===== src/rtl/cpu_pkg.sv =====
// Shared CPU front-end types and constants used by the fetch stage.
package cpu_pkg;

    localparam int unsigned INSTR_W = 16;
    localparam int unsigned OP_MSB  = 15;
    localparam int unsigned OP_LSB  = 12;
    localparam int unsigned PC_STEP = 2;

    typedef enum logic [1:0] {
        IDLE,
        REQ,
        RESP,
        DROP
    } fetch_state_t;

endpackage


===== src/rtl/fetch_queue.sv =====
// Small instruction FIFO between fetch and decode; flush overrides push and pop.
module fetch_queue
    import cpu_pkg::*;
#(
    parameter int unsigned DEPTH = 2,
    parameter int unsigned W     = INSTR_W
) (
    input  logic                           clk,
    input  logic                           reset,
    input  logic                           push,
    input  logic [W-1:0]                   push_pc,
    input  logic [W-1:0]                   push_instr,
    input  logic                           pop,
    input  logic                           flush,
    output logic [$clog2(DEPTH + 1)-1:0]   count,
    output logic [W-1:0]                   head_pc,
    output logic [W-1:0]                   head_instr
);

    localparam int unsigned CW = $clog2(DEPTH + 1);
    localparam int unsigned PW = (DEPTH > 1) ? $clog2(DEPTH) : 1;

    logic [W-1:0]  pc_mem    [DEPTH];
    logic [W-1:0]  instr_mem [DEPTH];
    logic [PW-1:0] wr_ptr;
    logic [PW-1:0] rd_ptr;

    function automatic logic [PW-1:0] ptr_inc(input logic [PW-1:0] p);
        return (p == PW'(DEPTH - 1)) ? '0 : p + PW'(1);
    endfunction

    // Pointer and occupancy bookkeeping.
    always_ff @(posedge clk) begin
        if (!reset) begin
            wr_ptr <= '0;
            rd_ptr <= '0;
            count  <= '0;
        end else if (flush) begin
            wr_ptr <= '0;
            rd_ptr <= '0;
            count  <= '0;
        end else begin
            if (push) begin
                wr_ptr <= ptr_inc(wr_ptr);
            end
            if (pop) begin
                rd_ptr <= ptr_inc(rd_ptr);
            end
            count <= count + CW'(push) - CW'(pop);
        end
    end

    // Payload storage; contents are don't-care until counted valid.
    always_ff @(posedge clk) begin
        if (push && !flush) begin
            pc_mem[wr_ptr]    <= push_pc;
            instr_mem[wr_ptr] <= push_instr;
        end
    end

    assign head_pc    = pc_mem[rd_ptr];
    assign head_instr = instr_mem[rd_ptr];

endmodule


===== src/rtl/fetch_unit.sv =====
// Instruction fetch: PC, single-outstanding imem request FSM and decode-side queue.
module fetch_unit
    import cpu_pkg::*;
#(
    parameter int unsigned   n        = 16,
    parameter int unsigned   QDEPTH   = 2,
    parameter logic [n-1:0]  RESET_PC = '0
) (
    input  logic         clk,
    input  logic         reset,
    output logic         imem_req,
    output logic [n-1:0] imem_addr,
    input  logic         imem_gnt,
    input  logic         imem_rvalid,
    input  logic [n-1:0] imem_rdata,
    input  logic         redirect,
    input  logic [n-1:0] redirect_pc,
    input  logic         id_ready,
    output logic         id_valid,
    output logic [n-1:0] id_instr,
    output logic [n-1:0] id_pc,
    output logic [3:0]   id_op
);

    localparam int unsigned CW = $clog2(QDEPTH + 1);

    fetch_state_t  state;
    fetch_state_t  state_nxt;
    logic [n-1:0]  pc;
    logic [n-1:0]  pc_nxt;
    logic [n-1:0]  req_addr;
    logic [n-1:0]  req_addr_nxt;
    logic          stale;
    logic          stale_nxt;
    logic          push;
    logic          pop;
    logic [CW-1:0] count;
    logic [CW-1:0] count_after_pop;
    logic          room_idle;
    logic          room_resp;

    // A slot is reserved when a request is issued, so room is judged after this cycle's pop.
    assign pop             = id_valid & id_ready;
    assign count_after_pop = count - CW'(pop);
    assign room_idle       = count_after_pop < CW'(QDEPTH);
    assign room_resp       = count_after_pop < CW'(QDEPTH - 1);

    always_ff @(posedge clk) begin
        if (!reset) begin
            state    <= IDLE;
            pc       <= RESET_PC;
            req_addr <= RESET_PC;
            stale    <= 1'b0;
        end else begin
            state    <= state_nxt;
            pc       <= pc_nxt;
            req_addr <= req_addr_nxt;
            stale    <= stale_nxt;
        end
    end

    always_comb begin
        state_nxt    = state;
        pc_nxt       = pc;
        req_addr_nxt = req_addr;
        stale_nxt    = stale;
        case (state)
            IDLE: begin
                if (redirect) begin
                    pc_nxt = redirect_pc;
                end else if (room_idle) begin
                    req_addr_nxt = pc;
                    state_nxt    = REQ;
                end
            end
            REQ: begin
                // A request redirected before its grant is still granted at the old address; drop it.
                if (imem_gnt) begin
                    stale_nxt = 1'b0;
                    if (redirect) begin
                        pc_nxt    = redirect_pc;
                        state_nxt = DROP;
                    end else if (stale) begin
                        state_nxt = DROP;
                    end else begin
                        pc_nxt    = pc + n'(PC_STEP);
                        state_nxt = RESP;
                    end
                end else if (redirect) begin
                    pc_nxt    = redirect_pc;
                    stale_nxt = 1'b1;
                end
            end
            RESP: begin
                if (imem_rvalid) begin
                    if (redirect) begin
                        pc_nxt    = redirect_pc;
                        state_nxt = IDLE;
                    end else if (room_resp) begin
                        req_addr_nxt = pc;
                        state_nxt    = REQ;
                    end else begin
                        state_nxt = IDLE;
                    end
                end else if (redirect) begin
                    pc_nxt    = redirect_pc;
                    state_nxt = DROP;
                end
            end
            DROP: begin
                if (redirect) begin
                    pc_nxt = redirect_pc;
                end
                if (imem_rvalid) begin
                    state_nxt = IDLE;
                end
            end
        endcase
    end

    always_comb begin
        imem_req = 1'b0;
        push     = 1'b0;
        case (state)
            REQ:     imem_req = 1'b1;
            RESP:    push     = imem_rvalid & ~redirect;
            default: ;
        endcase
    end

    fetch_queue #(
        .DEPTH (QDEPTH),
        .W     (n)
    ) u_queue (
        .clk        (clk),
        .reset      (reset),
        .push       (push),
        .push_pc    (req_addr),
        .push_instr (imem_rdata),
        .pop        (pop),
        .flush      (redirect),
        .count      (count),
        .head_pc    (id_pc),
        .head_instr (id_instr)
    );

    assign imem_addr = req_addr;
    assign id_valid  = (count != '0);
    assign id_op     = id_instr[OP_MSB:OP_LSB];

endmodule


===== config.mk =====
export PLATFORM = sky130hd
export DESIGN_NAME = fetch_unit
export DESIGN_NICKNAME = d
export VERILOG_FILES = /design/src/rtl/cpu_pkg.sv /design/src/rtl/fetch_queue.sv /design/src/rtl/fetch_unit.sv
export SDC_FILE = /design/constraint.sdc
export NUM_CORES = 1
export LEC_CHECK = 0
export BUFFER_PORTS_ARGS = -buffer_cell sky130_fd_sc_hd__clkbuf_2
export CAP_MARGIN = 20
export CELL_PAD_IN_SITES_DETAIL_PLACEMENT = 1
export CELL_PAD_IN_SITES_GLOBAL_PLACEMENT = 2
export CORE_ASPECT_RATIO = 1.2
export CORE_MARGIN = 4
export CORE_UTILIZATION = 38
export CTS_CLUSTER_DIAMETER = 60
export DETAILED_ROUTE_END_ITERATION = 7
export GPL_TIMING_DRIVEN = 0
export PLACE_DENSITY = 0.91
export SETUP_SLACK_MARGIN = 0.05
export SYNTH_ARGS = -nofsm -noshare
export SYNTH_HDL_FRONTEND = slang
export SYNTH_SLANG_ARGS = --single-unit

===== constraint.sdc =====
create_clock -name clk -period 8 [get_ports clk]
set_input_delay 0.8 -clock clk [delete_from_list [all_inputs] [get_ports clk]]
set_output_delay 0.8 -clock clk [all_outputs]
set_load 0.05 [all_outputs]

# Word level (Yosys, flattened, before mapping)
# Memories as Yosys holds them, arrays and structs flattened. A register that Yosys moved wholly into a read port is not among the register bits.
# Index checks and enable logic that the tools add are counted.
[totals] regBits=39 n_memories=2 inputBits=38 out_inout_bits=54 ramBits=64
[classes] mux=34 eq_ne=12 addsub=6 n_lt_le_gt_ge=2 n_reduce_logical=11 n_bitwise=4
[memory_table] memory="u_queue.instr_mem" words=2 width=16 rd=1 rd_clocked_by_memory_dff=1 write_ports=1 line_no="fetch_queue.sv:24" rtl="logic [W-1:0] instr_mem [DEPTH];"
[memory_table] memory="u_queue.pc_mem" words=2 width=16 rd=1 rd_clocked_by_memory_dff=1 write_ports=1 line_no="fetch_queue.sv:23" rtl="logic [W-1:0] pc_mem [DEPTH];"
[ops] op="two-way mux 16 bit" count=9
[ops] op="one-hot mux 16 bit (2 select lines)" count=2
[ops] op="adder 16 x 2 -> 16 bit, second input constant" count=1
[ops] op="two-way mux 1 bit" count=16
[ops] op="!= test 2 bit, second input constant" count=7
[ops] op="two-way mux 2 bit" count=6
[ops] op="one-hot mux 2 bit (4 select lines)" count=1
[ops] op="AND reduction 6 bit" count=1
[ops] op="nonzero test 2 bit" count=3
[ops] op="AND reduction 5 bit" count=1
[ops] op="equality test 2 bit, second input constant" count=2
[ops] op="!= test 4 bit, second input constant" count=1
[ops] op="subtractor 2 x 1 -> 2 bit" count=2
[ops] op="!= test 3 bit, second input constant" count=1
[ops] op="OR reduction 3 bit" count=1
[ops] op="adder 1 bit, second input constant" count=2
[ops] op="adder 2 x 1 -> 2 bit" count=1
[ops] op="AND 1 bit" count=2
[ops] op="equality test 2 x 1 -> 1 bit, second input constant" count=1
[ops] op="zero test 2 bit" count=1
[ops] op="less-than comparator 2 x 1 -> 1 bit, second input constant" count=1
[ops] op="less-than comparator 2 bit, second input constant" count=1
[ops] op="inverter 1 bit" count=2
[ops] op="AND reduction 2 bit" count=1
[ops] op="3 further kinds" count=3

# Logic depth before layout (Yosys ltp)
# Gate-level depths: netlist of run 1.
[logic_depth] ltp_word=8 ltp_mapped=7 mapped_depth_nobuf=5

# Modules after synthesis
# Synthesis of run 1 repeated with hierarchy kept, for this count alone.
[unflattened] cells_unflattened=310 area_unflattened_um2=4459.3
[modules_own_cells] module="fetch_queue" area_each_um2=2683.8 instances=1 cells_each=121 seq_area_each_um2=2021.9
[modules_own_cells] module="fetch_unit" area_each_um2=1775.5 instances=1 cells_each=189 seq_area_each_um2=700.7

# Worst setup path after synthesis of run 1
# Ideal clock, no wire load.
[synth_path] path_kind="input port to flip-flop" start="input port redirect" end="memory u_queue.instr_mem[0][0] (netlist bit), enable pin" path_stages=3 path_buffers=2 setup_time_ns=0.502 arrival_ns=4.339 setup_slack_ns=3.159 path_cell_list="clkbuf_1 > clkbuf_1 > nor4_1"
[synth_between] elab_chain_len=6 elab_cells_between_ends=7 cone_classes="3 x mux; 2 x bitwise; 2 x reduce/logical"
[synth_rtl] element="from (decl)" line_no="fetch_unit.sv:16" rtl="input logic redirect,"
[synth_rtl] element="inverter 1 bit" line_no="fetch_unit.sv:126" rtl="RESP: push = imem_rvalid & ~redirect;"
[synth_rtl] element="AND 1 bit" line_no="fetch_unit.sv:126"
[synth_rtl] element="two-way mux 1 bit" line_no="fetch_unit.sv:124" rtl="case (state)"
[synth_rtl] element="logical AND 1 bit *" line_no="fetch_queue.sv:55" rtl="if (push && !flush) begin"
[synth_rtl] element="two-way mux 1 bit *" line_no="fetch_queue.sv:55"
[synth_rtl] element="two-way mux 1 bit (not written as such) *" line_no="fetch_queue.sv:57" rtl="instr_mem[wr_ptr] <= push_instr;"
[synth_rtl] element="to (decl)" line_no="fetch_queue.sv:24"
# Mark *: on every way between the ends. The rest lies on a longest branch, timed or not.

==> results of run 1 <==
==> power by group through the flow <==
stage | combinational, uW | clock (uW) | sequential (uW)
floorplan | 71.5 | 0 | 622
global placement | 116 | 0 | 610
detailed placement | 121 | 0 | 611
CTS | 122 | 418 | 599
global route | 130 | 438 | 601
finish | 120 | 405 | 599
==> cell usage after synthesis (2+ instances only) <==
master     n  share of area
buf_1      3         0.0027
edfxtp_1  64           0.45
buf_4      4         0.0071
ha_1       2         0.0059
o21ai_0    9          0.011
inv_1      9         0.0080
mux2i_1   19          0.045
a21oi_1   13          0.015
nand2b_1   4         0.0059
nand2_1   42          0.037
clkbuf_2   2         0.0024
mux2_2    33          0.088
nand3_1    5         0.0059
xor2_1     2         0.0041
dfxtp_1   40           0.19
buf_2      3         0.0035
nor4_1     7          0.010
clkbuf_1  10         0.0088
nor2_1    15          0.013
a211oi_1   2         0.0035
nor3b_1    2         0.0035
xnor2_1   12          0.025
nand4_1    3         0.0044
nor2b_1    2         0.0029
o311a_1    2         0.0047
nor3_1     7         0.0083
o21bai_1   2         0.0035
==> worst max path at each step <==
stage,from,to,slack (ns)
final,register,id_op[2],5.10
after detailed placement,redirect,u_queue.pc_mem[0][12],5.04
after CTS,register,id_op[2],5.03
after floorplan,redirect,u_queue.instr_mem[0][0],3.16
after global routing,register,id_op[2],4.95
after global placement,redirect,u_queue.pc_mem[0][12],1.33
==> cell families (layout without fill, tap and decap cells) <==
kind of cell,after synthesis,in the layout
buf+inv,32,142
mux,52,52
compound gates,34,34
fa+ha+maj,2,2
flops,104,104
xor+xnor,14,14
simple gates,94,94
==> final cells by class <==
class / count / area (um^2)
fill: 1201 / 5810
sequential: 104 / 2720
multi-input combinational: 196 / 1380
timing repair buffer: 94 / 480
clock buffer: 14 / 264
tap: 132 / 165
buffer: 23 / 115
inverter: 9 / 33.8
clock inverter: 2 / 8.76
==> critical path: stages (launching register included) <==
cell      delay [ns]
dfxtp_1         0.30
clkbuf_1        0.21
buf_1           0.48
mux2_2          0.41
buf_4           0.13
clkbuf_2        0.22
==> metrics by stage <==
stage          hold slack, ns  worst slack (ns)  instance area, um^2
2_1_floorplan           0.437              3.16                 4240
3_3_place_gp            0.451              1.33                 4860
3_5_place_dp            0.462              5.04                 4900
4_1_cts                 0.473              5.03                 5170
5_1_grt                 0.501              4.95                 5170
6_report                0.472              5.10                 5170
==> per-layer routing <==
metal | global-route usage | vias to the layer above | wire (um)
met4 | 0.0898 | 0 | 243
met1 | 0.171 | 1397 | 3800
met5 | 0 | - | 0
met3 | 0.0259 | 16 | 399
met2 | 0.268 | 65 | 4930
li1 | - | 1397 | -
==> registers in the layout, summed over array words and instances, names as in the netlist, named ones only <==
name,flops
pc,16
u_queue.pc_mem,32
stale,1
state,2
imem_addr,16
u_queue.wr_ptr,1
u_queue.instr_mem,32
u_queue.rd_ptr,1
u_queue.count,2
==> layout by cell type, fill, tap and decap left out, drive strengths merged, types with 9 or more instances in the layout <==
master	netlist	final
mux2i	19	19
dfxtp	40	40
a21oi	13	13
xnor2	12	12
nand2	42	42
edfxtp	64	64
inv	9	10
clkbuf	12	116
o21ai	9	9
mux2	33	33
nor2	15	15
buf	11	15
==> metrics.cfg, run 1 <==
[die]
start_util=0.386
die_w_um=104
fp.dieH_um=124
pin_count=92
die_area_um2=12900
core-area_um2=11000
row_count=42

[setup_path]
crit_arrival_ns=2.10
cp-start-kind=register
r2r_slack_ns=5.84
required_ns=7.20
crit_fanout=10
r2r-start=state[1]
end_kind=primary output
criticalPathCategory=reg -> out
reg2reg_depth=3
r2r-end=u_queue.instr_mem[1][1]

[route]
avgRoutedWirePerCell_um=16.3
ant_nets=0
viasPerCell=5.01
drc_errors=0
drtIter0Drc=112
dr_total_vias=2875
first_pass_iters=4
finalWirelength_um=9370

[logic_synthesis]
synth.distinct_cells=41
synth_warnings=0
avgSynthCellArea_um2=12.8
synth_fa_ha_area_frac=0.00590
synthArstFlopShare=0
synth_top_family_by_area=multiplexers
synth_compound_area_frac=0.0489
synth-xor-area-share=0.0289
synth_mux_area_frac=0.132
synth.yosys.seq_area_share=0.642
yosys.area_share.simple=0.107
ys.flop_type=edfxtp_1
syn_inst=332
ys_seq_elements=104
synth_area_um2=4240
synth_edf_count=64
mappedNetlistNets=372

[timing]
max_freq_mhz=345
post-route-period-util=0.362
tightest_slew_ns=0.839
rsz0062_at_grt=false
finalSetupViolations=0
slew_viol_final=0
setup_tns_ns=0
fin_skew_ns=0.00678
fin_crit_ns=2.90
slew_headroom=0.441
finalHoldViolations=0

[worst_hold_path]
whs_endpoint=imem_addr[15]
hold_class=reg -> reg
whs_path_depth=2
worstHoldStart=pc[15]

[final_layout]
n_antenna_cell=0
syn_to_final_growth_pct=21.8
drive_above_1_share=0.346
nNetsFinal=477
final_core_util=0.471
instances_no_fill=574

[run_status]
outcome=finished, final reports clean

[clock_tree]
clk_latency_ns=0.34
postCtsSetupRepairBufs=0
clock_path_buffers=2
ctsHoldBuffers=0
cts.sinks=104
cts_tree=done
cts_resized=0
cts.root.buffer_cell=clkbuf_16
cts_buffers=9
ctsHtreeMaxLevel=3
clk_pin_slew_ns=0.06

[power_and_ir_drop]
switching_power_uw=271
vdd_ir_drop_max_mv=0.0952
internal_power_uw=853
seqPwrFrac=0.533
clkPwrFrac=0.360
powerDensity_nw_per_um2=217
pwr-share-comb=0.107
swShare=0.241
finalPower_uw=1120
leakagePower_uw=0.00199

[grt]
grt_start_max_net_pins=33
grt_pass1_wl_um=15100
grtUsageTotal=0.151
grt.overflow.total=0
grt_pass1_vias=2992
antenna_found_initial=0

[place]
dp.cells=558
port_buffers=90
place.gp.congestion=0.813
post-dp-hpwl_um=7060

[flow_run]
drv_cap=0

Note: power is estimated with default switching activity, not from simulation.
==> run 2: changes to the inputs <==
--- a/config.mk
+++ b/config.mk
@@ -5,17 +5,18 @@
 export SDC_FILE = /design/constraint.sdc
 export NUM_CORES = 1
 export LEC_CHECK = 0
+export ABC_AREA = 1
 export BUFFER_PORTS_ARGS = -buffer_cell sky130_fd_sc_hd__clkbuf_2
 export CAP_MARGIN = 20
 export CELL_PAD_IN_SITES_DETAIL_PLACEMENT = 1
 export CELL_PAD_IN_SITES_GLOBAL_PLACEMENT = 2
 export CORE_ASPECT_RATIO = 1.2
 export CORE_MARGIN = 4
-export CORE_UTILIZATION = 38
+export CORE_UTILIZATION = 31
 export CTS_CLUSTER_DIAMETER = 60
 export DETAILED_ROUTE_END_ITERATION = 7
 export GPL_TIMING_DRIVEN = 0
-export PLACE_DENSITY = 0.91
+export PLACE_DENSITY = 0.83
 export SETUP_SLACK_MARGIN = 0.05
 export SYNTH_ARGS = -nofsm -noshare
 export SYNTH_HDL_FRONTEND = slang
==> constraint.sdc (replaced) <==
create_clock -name clk -period 2.32 [get_ports clk]
set_input_delay 0.232 -clock clk [delete_from_list [all_inputs] [get_ports clk]]
set_output_delay 0.232 -clock clk [all_outputs]
set_load 0.05 [all_outputs]
==> run 2 against run 1 <==
  * Sequential share of layout area down 2.0 points
  * Synthesized cell count rose by 20%
  * Area after synthesis is 3.2% higher
  * Critical endpoint is now u_queue.pc_mem[0][1]
  * Worst setup slack worse by 5.0 ns
  * Highest routed layer unchanged
  * Via count is 14% higher
==> metrics.cfg, run 2 <==
[run_status]
outcome=finished, final reports clean

[final_layout]
fillers=1530
reg.largest.list=u_queue.instr_mem x32, u_queue.pc_mem x32
syn_to_final_growth_pct=22.9
nNetsFinal=544
drive_above_1_share=0.344
final_core_util=0.389
mostFrequentLayoutCell=clkbuf_2
final_area_um2=5380
n_antenna_cell=0
final_cell_mix=91 x clkbuf_2, 64 x edfxtp_1, 52 x nand2_1, 40 x dfxtp_1

[setup_path]
r2r_slack_ns=0.13
crit_arrival_ns=2.15
required_ns=2.29
reg2reg_depth=6
end_kind=register
r2r-end=u_queue.pc_mem[0][1]
crit_fanout=16
r2r-start=state[0]
criticalPathCategory=reg -> reg
cp-start-kind=register

[power_and_ir_drop]
finalPower_uw=4500
vdd_ir_drop_max_mv=0.386
powerDensity_nw_per_um2=836
leakagePower_uw=0.00213

[grt]
grtUsageTotal=0.146
grt.overflow.total=0
grt_pass1_wl_um=18400
grt_pass1_vias=3550
grt_start_max_net_pins=34
antenna_found_initial=0

[die]
row_count=47
pin_count=92
start_util=0.317
core-area_um2=13800
fp.dieH_um=138
die_area_um2=16100
die_w_um=116

[logic_synthesis]
synth_area_um2=4380
synth.distinct_cells=34
syn_inst=400
synth_top_cell_area_share=0.439
mappedNetlistNets=440
yosys.area.top_type=edfxtp_1
synth_edf_count=64
synth_top_family_by_area=simple AND/OR/NAND/NOR gates
synth_area_leaders=edfxtp_1 44%, dfxtp_1 18%, mux2_2 7.7%
ys_seq_elements=104
ys.flop_type=edfxtp_1
synth_warnings=0
synth_fa_ha_area_frac=0.00572
synthTopCellsByCount=64 x edfxtp_1, 52 x nand2_1, 40 x dfxtp_1
synth_mux_area_frac=0.0823
synthArstFlopShare=0
synth.yosys.seq_area_share=0.622
avgSynthCellArea_um2=10.9
synth-xor-area-share=0
yosys.area_share.simple=0.128
synth_most_common_cell=edfxtp_1
synth_compound_area_frac=0.102

[route]
finalWirelength_um=11800
drtIter0Drc=178
ant_nets=0
avgRoutedWirePerCell_um=17.3
drc_errors=0
dr_total_vias=3272
viasPerCell=4.81
first_pass_iters=4

[timing]
post-route-period-util=0.943
fin_skew_ns=0.00672
slew_headroom=0.399
slew_viol_final=0
setup_tns_ns=0
tightest_slew_ns=0.900
finalHoldViolations=0
finalSetupViolations=0
fin_crit_ns=2.19
hold_ws_ns=0.0754
rsz0062_at_grt=true
max_freq_mhz=457

[clock_tree]
cts.root.buffer_cell=clkbuf_16
clk_pin_slew_ns=0.07
clk_latency_ns=0.34
clock_path_buffers=2
postCtsSetupRepairBufs=0
cts.sinks=104
cts_buffers=9
cts_tree=done
ctsHtreeMaxLevel=3

[place]
place_area_um2=5060
post-dp-hpwl_um=8770
port_buffers=91
place.gp.congestion=0.903

[worst_hold_path]
whs_endpoint=u_queue.instr_mem[1][15]
whs_path_depth=1
worstHoldStart=imem_rdata[15]
hold_class=in -> reg

[flow_run]
drv_cap=0

[run 2: routing by layer]
metal  routed length [um]  vias up  share of wire  GRT usage
met2                 6140       80           0.52      0.258
met5                    0        -              0          0
met3                  704       12          0.060     0.0337
met4                  173        0          0.015     0.0470
li1                     -     1606              -          -
met1                 4760     1574           0.40      0.173
[run 2: kinds of logic (layout without fill, tap and decap cells)]
kind of cell | count (synthesis) | count (layout)
fa+ha+maj | 2 | 2
buf+inv | 55 | 162
flops | 104 | 104
compound gates | 82 | 82
simple gates | 125 | 127
mux | 32 | 32
[run 2: how the worst max path moves through the flow]
stage | startpoint | end | slack (ns)
2_1_floorplan | state[0] | u_queue.instr_mem[1][0] | 0.29
3_5_place_dp | redirect | u_queue.instr_mem[1][1] | 0.12
3_3_place_gp | redirect | u_queue.pc_mem[1][13] | -0.29
4_1_cts | register | id_op[1] | 0.12
6_report | state[0] | u_queue.pc_mem[0][1] | 0.13
5_1_grt | state[0] | u_queue.pc_mem[0][1] | -0.02
[run 2: metrics by stage]
stage	std cells	setup slack, ns
3_5_place_dp	662	0.122
6_report	680	0.133
5_1_grt	680	-0.0208
4_1_cts	678	0.117
3_3_place_gp	662	-0.294
2_1_floorplan	400	0.286
[run 2: repair_timing]
item / in CTS / in global routing
hold buffers: 0 / 0
pin swaps: 0 / 2
hold endpoints to repair: 0 / 0
gates cloned: 0 / 2
setup endpoints to repair: 3 / 64
gates resized for setup: 1 / 0
[run 2: critical path: stages, from the launching register on]
cell     delay [ns]
dfxtp_1        0.31
buf_6          0.13
inv_2          0.06
nand3_2        0.07
nor2_1         0.25
inv_1          0.23
nor2_2         0.75
[run 2: layout make-up]
class | count | area (um^2) | share of cell area
flip-flops and latches | 104 | 2720 | 0.506
repair buffers | 91 | 455 | 0.0847
clock buffers | 9 | 225 | 0.0419
plain buffers | 20 | 129 | 0.0240
multi-input cells | 243 | 1420 | 0.264
well taps | 171 | 214 | 0.0398
inverters | 35 | 136 | 0.0254
clock inverters | 7 | 76.3 | 0.0142
[run 2: where the power goes]
| group | internal [uW] | leakage [uW] | switching [uW] | total [uW] |
|---|---|---|---|---|
| combinational | 197 | 0.00107 | 568 | 764 |
| clock | 847 | 0.000144 | 699 | 1550 |
| sequential | 2090 | 0.000912 | 95.8 | 2190 |
| total | 3130 | 0.00213 | 1360 | 4500 |
==> run 3: changes to the inputs <==
--- a/config.mk
+++ b/config.mk
@@ -5,14 +5,13 @@
 export SDC_FILE = /design/constraint.sdc
 export NUM_CORES = 1
 export LEC_CHECK = 0
-export ABC_AREA = 1
 export BUFFER_PORTS_ARGS = -buffer_cell sky130_fd_sc_hd__clkbuf_2
 export CAP_MARGIN = 20
 export CELL_PAD_IN_SITES_DETAIL_PLACEMENT = 1
 export CELL_PAD_IN_SITES_GLOBAL_PLACEMENT = 2
 export CORE_ASPECT_RATIO = 1.2
 export CORE_MARGIN = 4
-export CORE_UTILIZATION = 31
+export CORE_UTILIZATION = 32
 export CTS_CLUSTER_DIAMETER = 60
 export DETAILED_ROUTE_END_ITERATION = 7
 export GPL_TIMING_DRIVEN = 0
==> run 3 against run 2 <==
  * Final cell count fell by 11%
  * Maximum frequency is 2.4% higher
  * Combinational power down 45%
  * Sequential share of layout area is 1.3 points higher
  * Highest routed layer unchanged
  * First-iteration DRC count decreased by 47%
  * Utilization grew 1.9 points
  * Clock power fell by 3%
==> metrics.cfg, run 3 (same netlist as run 1, synthesis figures left out) <==
[run_status]
outcome=finished, final reports clean

[die]
pin_count=92
start_util=0.331
die_area_um2=15200
core-area_um2=12800
fp.dieH_um=134
die_w_um=113
row_count=45

[timing]
fin_crit_ns=2.14
fin_ws_ns=0.185
slew_headroom=0.516
post-route-period-util=0.920
setup_tns_ns=0
rsz0062_at_grt=false
fin_skew_ns=0.00523
tightest_slew_ns=0.721
finalSetupViolations=0
max_freq_mhz=468
finalHoldViolations=0
slew_viol_final=0

[clock_tree]
cts.sinks=104
cts_buffers=9
ctsHtreeMaxLevel=3
cts.root.buffer_cell=clkbuf_16
clock_path_buffers=2
postCtsSetupRepairBufs=0
clk_pin_slew_ns=0.07
clk_latency_ns=0.34
ctsHoldBuffers=0
cts_tree=done

[power_and_ir_drop]
finalPower_uw=3990
powerDensity_nw_per_um2=760
leakagePower_uw=0.00201
vdd_ir_drop_max_mv=0.335

[final_layout]
reg.largest.list=u_queue.instr_mem x32, u_queue.pc_mem x32
nNetsFinal=475
syn_to_final_growth_pct=23.6
final_area_um2=5250
final_cell_mix=92 x clkbuf_2, 64 x edfxtp_1, 42 x nand2_1, 40 x dfxtp_1, 33 x mux2_2
final_core_util=0.409
n_antenna_cell=0
mostFrequentLayoutCell=clkbuf_2
drive_above_1_share=0.357

[route]
drtIter0Drc=95
first_pass_iters=4
ant_nets=0
finalWirelength_um=9620
dr_total_vias=2896
avgRoutedWirePerCell_um=15.9
viasPerCell=4.79
drc_errors=0

[grt]
grtUsageTotal=0.133
antenna_found_initial=0
grt.overflow.total=0
grt_start_max_net_pins=33
grt_pass1_vias=3167
grt_pass1_wl_um=16000

[setup_path]
crit_fanout=10
end_kind=primary output
crit_arrival_ns=1.90
cp-start-kind=register
criticalPathCategory=reg -> out
required_ns=2.09

[place]
place_ws_ns=0.0907
place.gp.congestion=0.779
post-dp-hpwl_um=7190
port_buffers=90
place_area_um2=4950

[flow_run]
drv_cap=0

[worst_hold_path]
hold_class=in -> reg

## run 3: cell types whose count changed in the layout (fill, tap and decap cells not counted), moves of 7 or more
| cell | delta |
|---|---|
| a21oi_1 | -22 |
| inv_1 | -19 |
| mux2i_1 | +19 |
| nand2_1 | -10 |
| nand3_1 | -10 |
| nor2_1 | -20 |
| o21ai_0 | -15 |
| o21ai_1 | -7 |
| xnor2_1 | +12 |
## run 3: metal layers
| layer | vias up | part of all wire | track usage |
|---|---|---|---|
| li1 | 1406 | - | - |
| met1 | 1400 | 0.43 | 0.161 |
| met2 | 75 | 0.51 | 0.232 |
| met3 | 15 | 0.043 | 0.0262 |
| met4 | 0 | 0.023 | 0.0561 |
| met5 | - | 0 | 0 |
## run 3: repair_timing
| action | 4_1_cts | 5_1_grt |
|---|---|---|
| endpoints found under the setup margin | 33 | 32 |
| pin swaps | 0 | 0 |
| gates resized for setup | 3 | 1 |
| endpoints found under the hold margin | 0 | 0 |
## run 3: final cells by class
type / instances / area [um^2]
well taps: 164 / 205
repair buffers: 92 / 480
fillers: 1423 / 7590
multi-input cells: 196 / 1390
flip-flops and latches: 104 / 2720
plain buffers: 23 / 119
clock inverters: 7 / 70.1
inverters: 9 / 33.8
clock buffers: 9 / 225
## run 3: power by group
group	leakage (uW)	switching, uW	total [uW]	internal, uW
clock	0.000148	667	1510	839
sequential	0.000939	49.8	2060	2010
combinational	0.000925	274	419	145
## run 3: final timing paths
| check | start | endpoint | slack, ns | cells after the start |
|---|---|---|---|---|
| max | register | id_op[0] | 0.18 | 5 |
| min | imem_rdata[11] | u_queue.instr_mem[1][11] | 0.08 | 1 |
| max reg2reg | state[1] | u_queue.instr_mem[1][0] | 0.36 | 3 |
| min reg2reg | pc[0] | imem_addr[0] | 0.48 | 2 |
## run 3: critical path, stage by stage (launching register included)
cell and delay (ns):
dfxtp_1 0.31, clkbuf_1 0.21, buf_2 0.30, mux2_2 0.38, buf_4 0.13, clkbuf_2 0.22
## run 3: stage by stage
stage                     hold slack (ns)  cells
final                              0.0784    604
after global placement              0.422    586
after detailed placement            0.428    588
after floorplan                     0.331    332
after global routing               0.0563    604
after CTS                          0.0640    604
